### src/rtl/nco_pkg.sv
// Shared definitions for the NCO front end and m_cordic.
// Contents:
//   PHASE_W     - phase accumulator / angle width (full circle = 2^PHASE_W)
//   AMP_KINV    - Xin seed, 0.60725 * 2^15 (CORDIC gain pre-compensated)
//   nco_state_e - phase accumulator FTW-update state
//   QUAD_*      - quadrant codes carried in angle[PHASE_W-1 -: 2]
//   quadrant()  - extracts the quadrant field of a phase word
package nco_pkg;

    localparam int unsigned PHASE_W = 32;

    localparam logic signed [15:0] AMP_KINV = 16'sd19898;

    typedef enum logic [1:0] {
        IDLE = 2'd0,
        RUN  = 2'd1,
        PEND = 2'd2
    } nco_state_e;

    localparam logic [1:0] QUAD_I   = 2'b00;
    localparam logic [1:0] QUAD_II  = 2'b01;
    localparam logic [1:0] QUAD_III = 2'b10;
    localparam logic [1:0] QUAD_IV  = 2'b11;

    function automatic logic [1:0] quadrant(input logic [PHASE_W-1:0] ang);
        return ang[PHASE_W-1 -: 2];
    endfunction

endpackage

### src/rtl/nco_phase_accumulator_if.sv
// Control / data bundle between the NCO phase accumulator and its surroundings.
// master: upstream controller plus the CORDIC consumer (drives enable, FTW handshake,
//         phase offset and clear; observes angle, seed vector, wrap, active FTW).
// slave : the phase accumulator itself.
// Signals:
//   enable      - accumulator advances while high
//   ftw_in      - new frequency tuning word, qualified by ftw_valid
//   ftw_valid   - ftw_in valid
//   ftw_ready   - accumulator can accept a tuning word
//   poff_in     - static phase offset, sampled every cycle
//   phase_clr   - synchronous accumulator clear
//   angle       - registered acc + poff_in, CORDIC angle input
//   angle_valid - registered enable
//   xin, yin    - constant CORDIC seed vector
//   wrap        - one-cycle pulse after an accumulator carry-out
//   ftw_active  - tuning word currently in use
interface nco_phase_accumulator_if #(
    parameter int unsigned PHASE_W = nco_pkg::PHASE_W
) ();

    logic                      enable;
    logic [PHASE_W-1:0]        ftw_in;
    logic                      ftw_valid;
    logic                      ftw_ready;
    logic [PHASE_W-1:0]        poff_in;
    logic                      phase_clr;
    logic signed [PHASE_W-1:0] angle;
    logic                      angle_valid;
    logic signed [15:0]        xin;
    logic signed [15:0]        yin;
    logic                      wrap;
    logic [PHASE_W-1:0]        ftw_active;

    modport master (
        output enable, ftw_in, ftw_valid, poff_in, phase_clr,
        input  ftw_ready, angle, angle_valid, xin, yin, wrap, ftw_active
    );

    modport slave (
        input  enable, ftw_in, ftw_valid, poff_in, phase_clr,
        output ftw_ready, angle, angle_valid, xin, yin, wrap, ftw_active
    );

endinterface

### src/rtl/nco_phase_accumulator.sv
// NCO phase accumulator: produces the phase word for m_cordic plus the constant
// Xin/Yin seed vector.
// Ports:
//   clock - rising-edge system clock
//   reset - asynchronous active-high reset
//   bus   - nco_phase_accumulator_if.slave (enable, FTW handshake, phase offset,
//           phase clear in; angle, angle_valid, xin, yin, wrap, ftw_active,
//           ftw_ready out)
// A captured FTW is held in a shadow register and becomes active either on the
// next accumulator carry (WRAP_UPDATE = 1, phase-continuous) or on the cycle after
// capture (WRAP_UPDATE = 0). phase_clr applies a pending FTW immediately.
module nco_phase_accumulator
    import nco_pkg::*;
#(
    parameter int unsigned        PHASE_W     = nco_pkg::PHASE_W,
    parameter logic signed [15:0] AMP         = nco_pkg::AMP_KINV,
    parameter logic [PHASE_W-1:0] FTW_RESET   = '0,
    parameter bit                 WRAP_UPDATE = 1'b1
) (
    input  logic                   clock,
    input  logic                   reset,
    nco_phase_accumulator_if.slave bus
);

    nco_state_e state_q, state_d;

    logic               pend_q, pend_d;
    logic [PHASE_W-1:0] shadow_q, shadow_d;
    logic [PHASE_W-1:0] ftw_q, ftw_d;
    logic [PHASE_W-1:0] acc_q, acc_d;
    logic [PHASE_W-1:0] angle_q, angle_d;
    logic               valid_q, valid_d;
    logic               wrap_q, wrap_d;

    logic [PHASE_W:0]   sum;
    logic               carry;
    logic               capture;
    logic               apply;

    // 33-bit add so the carry-out is available for wrap and the wrap-sync update.
    assign sum     = {1'b0, acc_q} + {1'b0, ftw_q};
    assign carry   = sum[PHASE_W];

    // ftw_ready is ~pend_q, so a capture and an apply never coincide.
    assign capture = bus.ftw_valid & ~pend_q;

    // phase_clr is a sync point for a pending FTW in any state; otherwise the
    // update only happens while running in PEND.
    assign apply   = pend_q &
                     (bus.phase_clr |
                      ((state_q == PEND) & bus.enable & (WRAP_UPDATE ? carry : 1'b1)));

    // State register
    always_ff @(posedge clock or posedge reset) begin
        if (reset) begin
            state_q  <= IDLE;
            pend_q   <= 1'b0;
            shadow_q <= '0;
            ftw_q    <= FTW_RESET;
            acc_q    <= '0;
            angle_q  <= '0;
            valid_q  <= 1'b0;
            wrap_q   <= 1'b0;
        end else begin
            state_q  <= state_d;
            pend_q   <= pend_d;
            shadow_q <= shadow_d;
            ftw_q    <= ftw_d;
            acc_q    <= acc_d;
            angle_q  <= angle_d;
            valid_q  <= valid_d;
            wrap_q   <= wrap_d;
        end
    end

    // Next-state logic
    always_comb begin
        state_d  = state_q;
        pend_d   = (pend_q | capture) & ~apply;
        shadow_d = shadow_q;
        ftw_d    = ftw_q;
        acc_d    = acc_q;
        wrap_d   = 1'b0;

        if (capture) begin
            shadow_d = bus.ftw_in;
        end

        if (apply) begin
            ftw_d = shadow_q;
        end

        // The carrying addition itself still uses the old FTW.
        if (bus.phase_clr) begin
            acc_d = '0;
        end else if (bus.enable) begin
            acc_d  = sum[PHASE_W-1:0];
            wrap_d = carry;
        end

        unique case (state_q)
            IDLE: begin
                if (bus.enable) begin
                    state_d = pend_d ? PEND : RUN;
                end
            end
            RUN: begin
                if (!bus.enable) begin
                    state_d = IDLE;
                end else if (pend_d) begin
                    state_d = PEND;
                end
            end
            PEND: begin
                if (!bus.enable) begin
                    state_d = IDLE;
                end else if (!pend_d) begin
                    state_d = RUN;
                end
            end
            default: state_d = IDLE;
        endcase

        // A clear may have resolved (or a capture created) the pending FTW.
        if (bus.phase_clr) begin
            state_d = !bus.enable ? IDLE : (pend_d ? PEND : RUN);
        end
    end

    // Output path: angle is sampled from the current acc, so it trails acc by one.
    assign angle_d = acc_q + bus.poff_in;
    assign valid_d = bus.enable;

    // Output logic
    always_comb begin
        bus.ftw_ready   = ~pend_q;
        bus.angle       = angle_q;
        bus.angle_valid = valid_q;
        bus.xin         = AMP;
        bus.yin         = 16'sd0;
        bus.wrap        = wrap_q;
        bus.ftw_active  = ftw_q;
    end

endmodule
### src/flat_wrapper.sv
// flat-port wrapper written by rule: the top's interface ports become plain ports
module nco_phase_accumulator_flat import nco_pkg::*;
#(
    parameter int unsigned        PHASE_W     = nco_pkg::PHASE_W,
    parameter logic signed [15:0] AMP         = nco_pkg::AMP_KINV,
    parameter logic [PHASE_W-1:0] FTW_RESET   = '0,
    parameter bit                 WRAP_UPDATE = 1'b1
)
  (clock, reset, bus_enable, bus_ftw_in, bus_ftw_valid, bus_poff_in, bus_phase_clr, bus_ftw_ready, bus_angle, bus_angle_valid, bus_xin, bus_yin, bus_wrap, bus_ftw_active);
  nco_phase_accumulator_if #(.PHASE_W(PHASE_W)) bus_i ();
  input  logic clock;
  input  logic reset;
  input wire logic [$bits(bus_i.enable)-1:0] bus_enable;
  input wire logic [$bits(bus_i.ftw_in)-1:0] bus_ftw_in;
  input wire logic [$bits(bus_i.ftw_valid)-1:0] bus_ftw_valid;
  input wire logic [$bits(bus_i.poff_in)-1:0] bus_poff_in;
  input wire logic [$bits(bus_i.phase_clr)-1:0] bus_phase_clr;
  output wire logic [$bits(bus_i.ftw_ready)-1:0] bus_ftw_ready;
  output wire logic [$bits(bus_i.angle)-1:0] bus_angle;
  output wire logic [$bits(bus_i.angle_valid)-1:0] bus_angle_valid;
  output wire logic [$bits(bus_i.xin)-1:0] bus_xin;
  output wire logic [$bits(bus_i.yin)-1:0] bus_yin;
  output wire logic [$bits(bus_i.wrap)-1:0] bus_wrap;
  output wire logic [$bits(bus_i.ftw_active)-1:0] bus_ftw_active;
  assign bus_i.enable = bus_enable;
  assign bus_i.ftw_in = bus_ftw_in;
  assign bus_i.ftw_valid = bus_ftw_valid;
  assign bus_i.poff_in = bus_poff_in;
  assign bus_i.phase_clr = bus_phase_clr;
  assign bus_ftw_ready = bus_i.ftw_ready;
  assign bus_angle = bus_i.angle;
  assign bus_angle_valid = bus_i.angle_valid;
  assign bus_xin = bus_i.xin;
  assign bus_yin = bus_i.yin;
  assign bus_wrap = bus_i.wrap;
  assign bus_ftw_active = bus_i.ftw_active;
  nco_phase_accumulator #(.PHASE_W(PHASE_W), .AMP(AMP), .FTW_RESET(FTW_RESET), .WRAP_UPDATE(WRAP_UPDATE)) u_core (.clock(clock), .reset(reset), .bus(bus_i));
endmodule
### config.mk
export PLATFORM = sky130hd
export DESIGN_NAME = nco_phase_accumulator_flat
export DESIGN_NICKNAME = d
export VERILOG_FILES = /design/src/rtl/nco_pkg.sv /design/src/rtl/nco_phase_accumulator_if.sv /design/src/rtl/nco_phase_accumulator.sv /design/src/flat_wrapper.sv
export SDC_FILE = /design/constraint.sdc
export NUM_CORES = 1
export LEC_CHECK = 0
export BUFFER_PORTS_ARGS = -buffer_cell sky130_fd_sc_hd__buf_2
export CORE_MARGIN = 4
export CORE_UTILIZATION = 55
export CTS_BUF_LIST = sky130_fd_sc_hd__clkbuf_8 sky130_fd_sc_hd__clkbuf_16
export CTS_CLUSTER_DIAMETER = 40
export DETAILED_ROUTE_END_ITERATION = 8
export PLACE_DENSITY = 0.92
export SLEW_MARGIN = 20
export SYNTH_ARGS = -nofsm -noshare
export SYNTH_HDL_FRONTEND = slang
export SYNTH_SLANG_ARGS = --single-unit
### constraint.sdc
create_clock -name clock -period 5.1 [get_ports clock]
set_input_delay 0.255 -clock clock [delete_from_list [all_inputs] [get_ports clock]]
set_output_delay 0.255 -clock clock [all_outputs]
set_load 0.01 [all_outputs]
==> metrics.txt <==
Setup Total Neg Slack=0 ns; RSZ-0062 raised after global routing=false; period utilisation layout=74.3%; dpl cells=1035; cts repair resizes=0; Die Ht=128 um; largest net degree at the start of global routing=71; WL/cell=16.8 um; Post-Layout Cell Count=1067; die area=0.0163 sq mm; die extent in x=128 um; H-tree levels=4; Multi-input gate area=0.00427 sq mm; global-route wire length before repair=29400 um; status=finished clean; total core area=0.0139 sq mm; initial antenna violation count=0; CP Data Arrival Time=4.09 ns; TritonCTS clock tree=built; multiplexer area fraction after synthesis=10.5%; Remaining Overflow, GRT=0; crit-path max FO=32; #FFs+latches synth=133; DRT Pass-1 Iters=7; fillcell total=1038; synthesized area=0.00787 sq mm; root buffer cell=clkbuf_16; worst skew pair latency=0.42 ns; initial drt markers=396; DR vias/cell=5.72; area grow syn2layout=15.8%; post-synthesis sequential area ratio=42.3%; Crit Path Category=reg -> reg; GRT Util Overall=22.6%; worst hold path type=in -> async; Top FF cell, synth=dfrtp_1; Rel. slew slack=28.8%; CTS buffer count=17; Synth Area in Compound Gates=15.5%; clock buffer depth=2; critical path capture point type=register; # rows=43; largest family of logic cells by synthesized area=compound AO/OA/AOI/OAI gates; clock transition at the registers of the reported paths=0.06 ns; Final min period=3.79 ns; Setup Fix Bufs, Post-CTS=0; vias=6098; largest area contributor in the netlist=dfrtp_1; final worst slack=1.31 ns; CP required=5.40 ns; Slew @ Worst Pin=1.06 ns; Slew Viols, Final=0; Post-Synthesis Cells=737; Synth cell types=71; ranking of synthesized cells by area=dfrtp_1, ha_1, mux2_2; Adder-Cell Fraction of Synth Area=10.5%; Startpoint Class=register; PortBufs=135; final setup vio count=0; share of the synthesized area in the top cell type=42.3%; Simple-Gate Fraction of Synth Area=10.7%; maximum VDD drop=330 uV; Initial Util=56.5%; fin nets=1008; hpwl dp=13400 um; pwr/cell area=676 mW/mm^2; syn avg cell area=10.7 sq um; Hold Vio Cnt, Final=0; Max Freq=0.264 GHz; clock skew=0.00696 ns; CTS Hold Bufs=0; vias in the first global route=6006; worst slack at placement=1.33 ns; RD Place Congestion=0.948; sequential cell area=0.00333 sq mm; DRC=0; CTS sink cnt=133; xor/xnor share of the synthesized area=5.34%; async set or reset register ratio after synthesis=100%; leakage=4.47 nW; Yosys Warn Count=0; total wire length=18000 um; Post-synth EDFFs=0; n_diodes=0; I/O Pins=168; Max-Cap Viols=0; layout cells sized above 1=27.6%; Final ANT Viol Nets=0
## placed cells by master (no fill, tap or decap), types with 4 or more instances in the layout
| master | synthesis | routed |
|---|---|---|
| a211o_1 | 4 | 4 |
| a211oi_1 | 7 | 7 |
| a21o_1 | 24 | 24 |
| a21oi_1 | 50 | 50 |
| a31oi_1 | 9 | 9 |
| and3_1 | 7 | 7 |
| buf_2 | 0 | 135 |
| clkbuf_16 | 0 | 17 |
| clkinv_2 | 0 | 6 |
| conb_1 | 2 | 32 |
| dfrtp_1 | 133 | 133 |
| ha_1 | 63 | 63 |
| inv_1 | 18 | 21 |
| mux2_1 | 4 | 4 |
| mux2_2 | 59 | 59 |
| mux2i_1 | 12 | 12 |
| nand2_1 | 34 | 34 |
| nand2b_1 | 14 | 14 |
| nand3_1 | 15 | 15 |
| nand3b_1 | 4 | 4 |
| nand4_1 | 4 | 4 |
| nor2_1 | 49 | 49 |
| nor2b_1 | 14 | 13 |
| nor3_1 | 7 | 7 |
| o211ai_1 | 4 | 4 |
| o21a_1 | 9 | 9 |
| o21ai_0 | 30 | 30 |
| o21bai_1 | 5 | 5 |
| or3_1 | 4 | 4 |
| xnor2_1 | 31 | 31 |
| xor2_1 | 17 | 17 |
## sequential cells by signal (all words and copies together) (netlist names)
register,flops
u_core.pend_q,1
u_core.state_q,2
u_core.bus.angle,32
u_core.bus.wrap,1
u_core.acc_q,32
u_core.bus.ftw_active,32
u_core.shadow_q,32
u_core.bus.angle_valid,1
## per-layer routing
layer / vias up / wire length [um] / global-route usage, % / share of wire [%]
li1: 2893 / - / - / -
met1: 2909 / 7720 / 29.6 / 43
met2: 251 / 8360 / 35.6 / 46
met3: 45 / 1390 / 6.19 / 7.7
met4: 0 / 510 / 9.74 / 2.8
met5: - / 0 / 0 / 0
## worst max-delay path, stage by stage, from the launching register on
cell      delay, ns
dfrtp_1        0.38
ha_1           0.18
inv_1          0.06
fa_1           0.39
nor2b_1        0.13
o21a_1         0.15
o21ai_2        0.09
a211oi_1       0.35
o21ai_1        0.18
a21oi_1        0.30
o21ai_2        0.17
a21oi_4        0.85
mux2_2         0.43
## power by group
group | internal [mW] | switching, mW
sequential | 1.57 | 0.367
combinational | 1.45 | 1.68
clock | 0.668 | 0.431
## synthesized netlist by cell type, types with 5 or more instances
cell type and n:
a31oi_1 9, and3_1 7, o21a_1 9, a211oi_1 7, nand2_1 34, a21o_1 24, nor3_1 7, xnor2_1 31
o21ai_0 30, nand3_1 15, inv_1 18, xor2_1 17, o21bai_1 5, a21oi_1 50, mux2_2 59, ha_1 63
nor2b_1 14, mux2i_1 12, dfrtp_1 133, clkbuf_1 13, nand2b_1 14, buf_4 32, nor2_1 49
## through the flow
step / util (%) / instance area [sq um] / power (mW) / hold slack [ns]
after floorplan: - / 7990 / 4.19 / 0.286
final: 65.4 / 9120 / 6.16 / 0.0139
after CTS: 65.4 / 9120 / 6.17 / 0.0297
after detailed placement: 61.6 / 8580 / 5.01 / 0.478
after global placement: 61.6 / 8580 / 4.87 / 0.467
after global routing: 65.4 / 9120 / 6.63 / 0.0559
## cells by family (layout without fill, tap and decap cells)
family	Yosys count	in the layout
compound gates	182	182
xor+xnor	48	48
fa+ha+maj	65	65
buf+inv	67	187
flops	133	133
mux	75	75
other cells	2	32
simple gates	165	165
## cell type report
type	instances	share of cell area, %
Multi-Input combinational cell	567	46.8
Sequential cell	133	36.5
Timing Repair Buffer	137	7.58
Clock buffer	18	4.82
Tap cell	180	2.47
Clock inverter	14	1.07
Inverter	18	0.769
## worst paths after layout
path | from | to | slack [ns] | cells after the start
max | u_core.acc_q[0] | u_core.bus.ftw_active[10] | 1.31 | 12
min | reset | u_core.bus.angle[30] | 0.01 | 2
max reg2reg | u_core.acc_q[0] | u_core.bus.ftw_active[10] | 1.31 | 12
min reg2reg | u_core.shadow_q[4] | u_core.bus.ftw_active[4] | 0.50 | 1
max in group asynchronous | reset | u_core.shadow_q[7] | 3.81 | 3
min in group clock | bus_ftw_in[2] | u_core.shadow_q[2] | 0.07 | 2
Power figures use the tool's default switching activity.
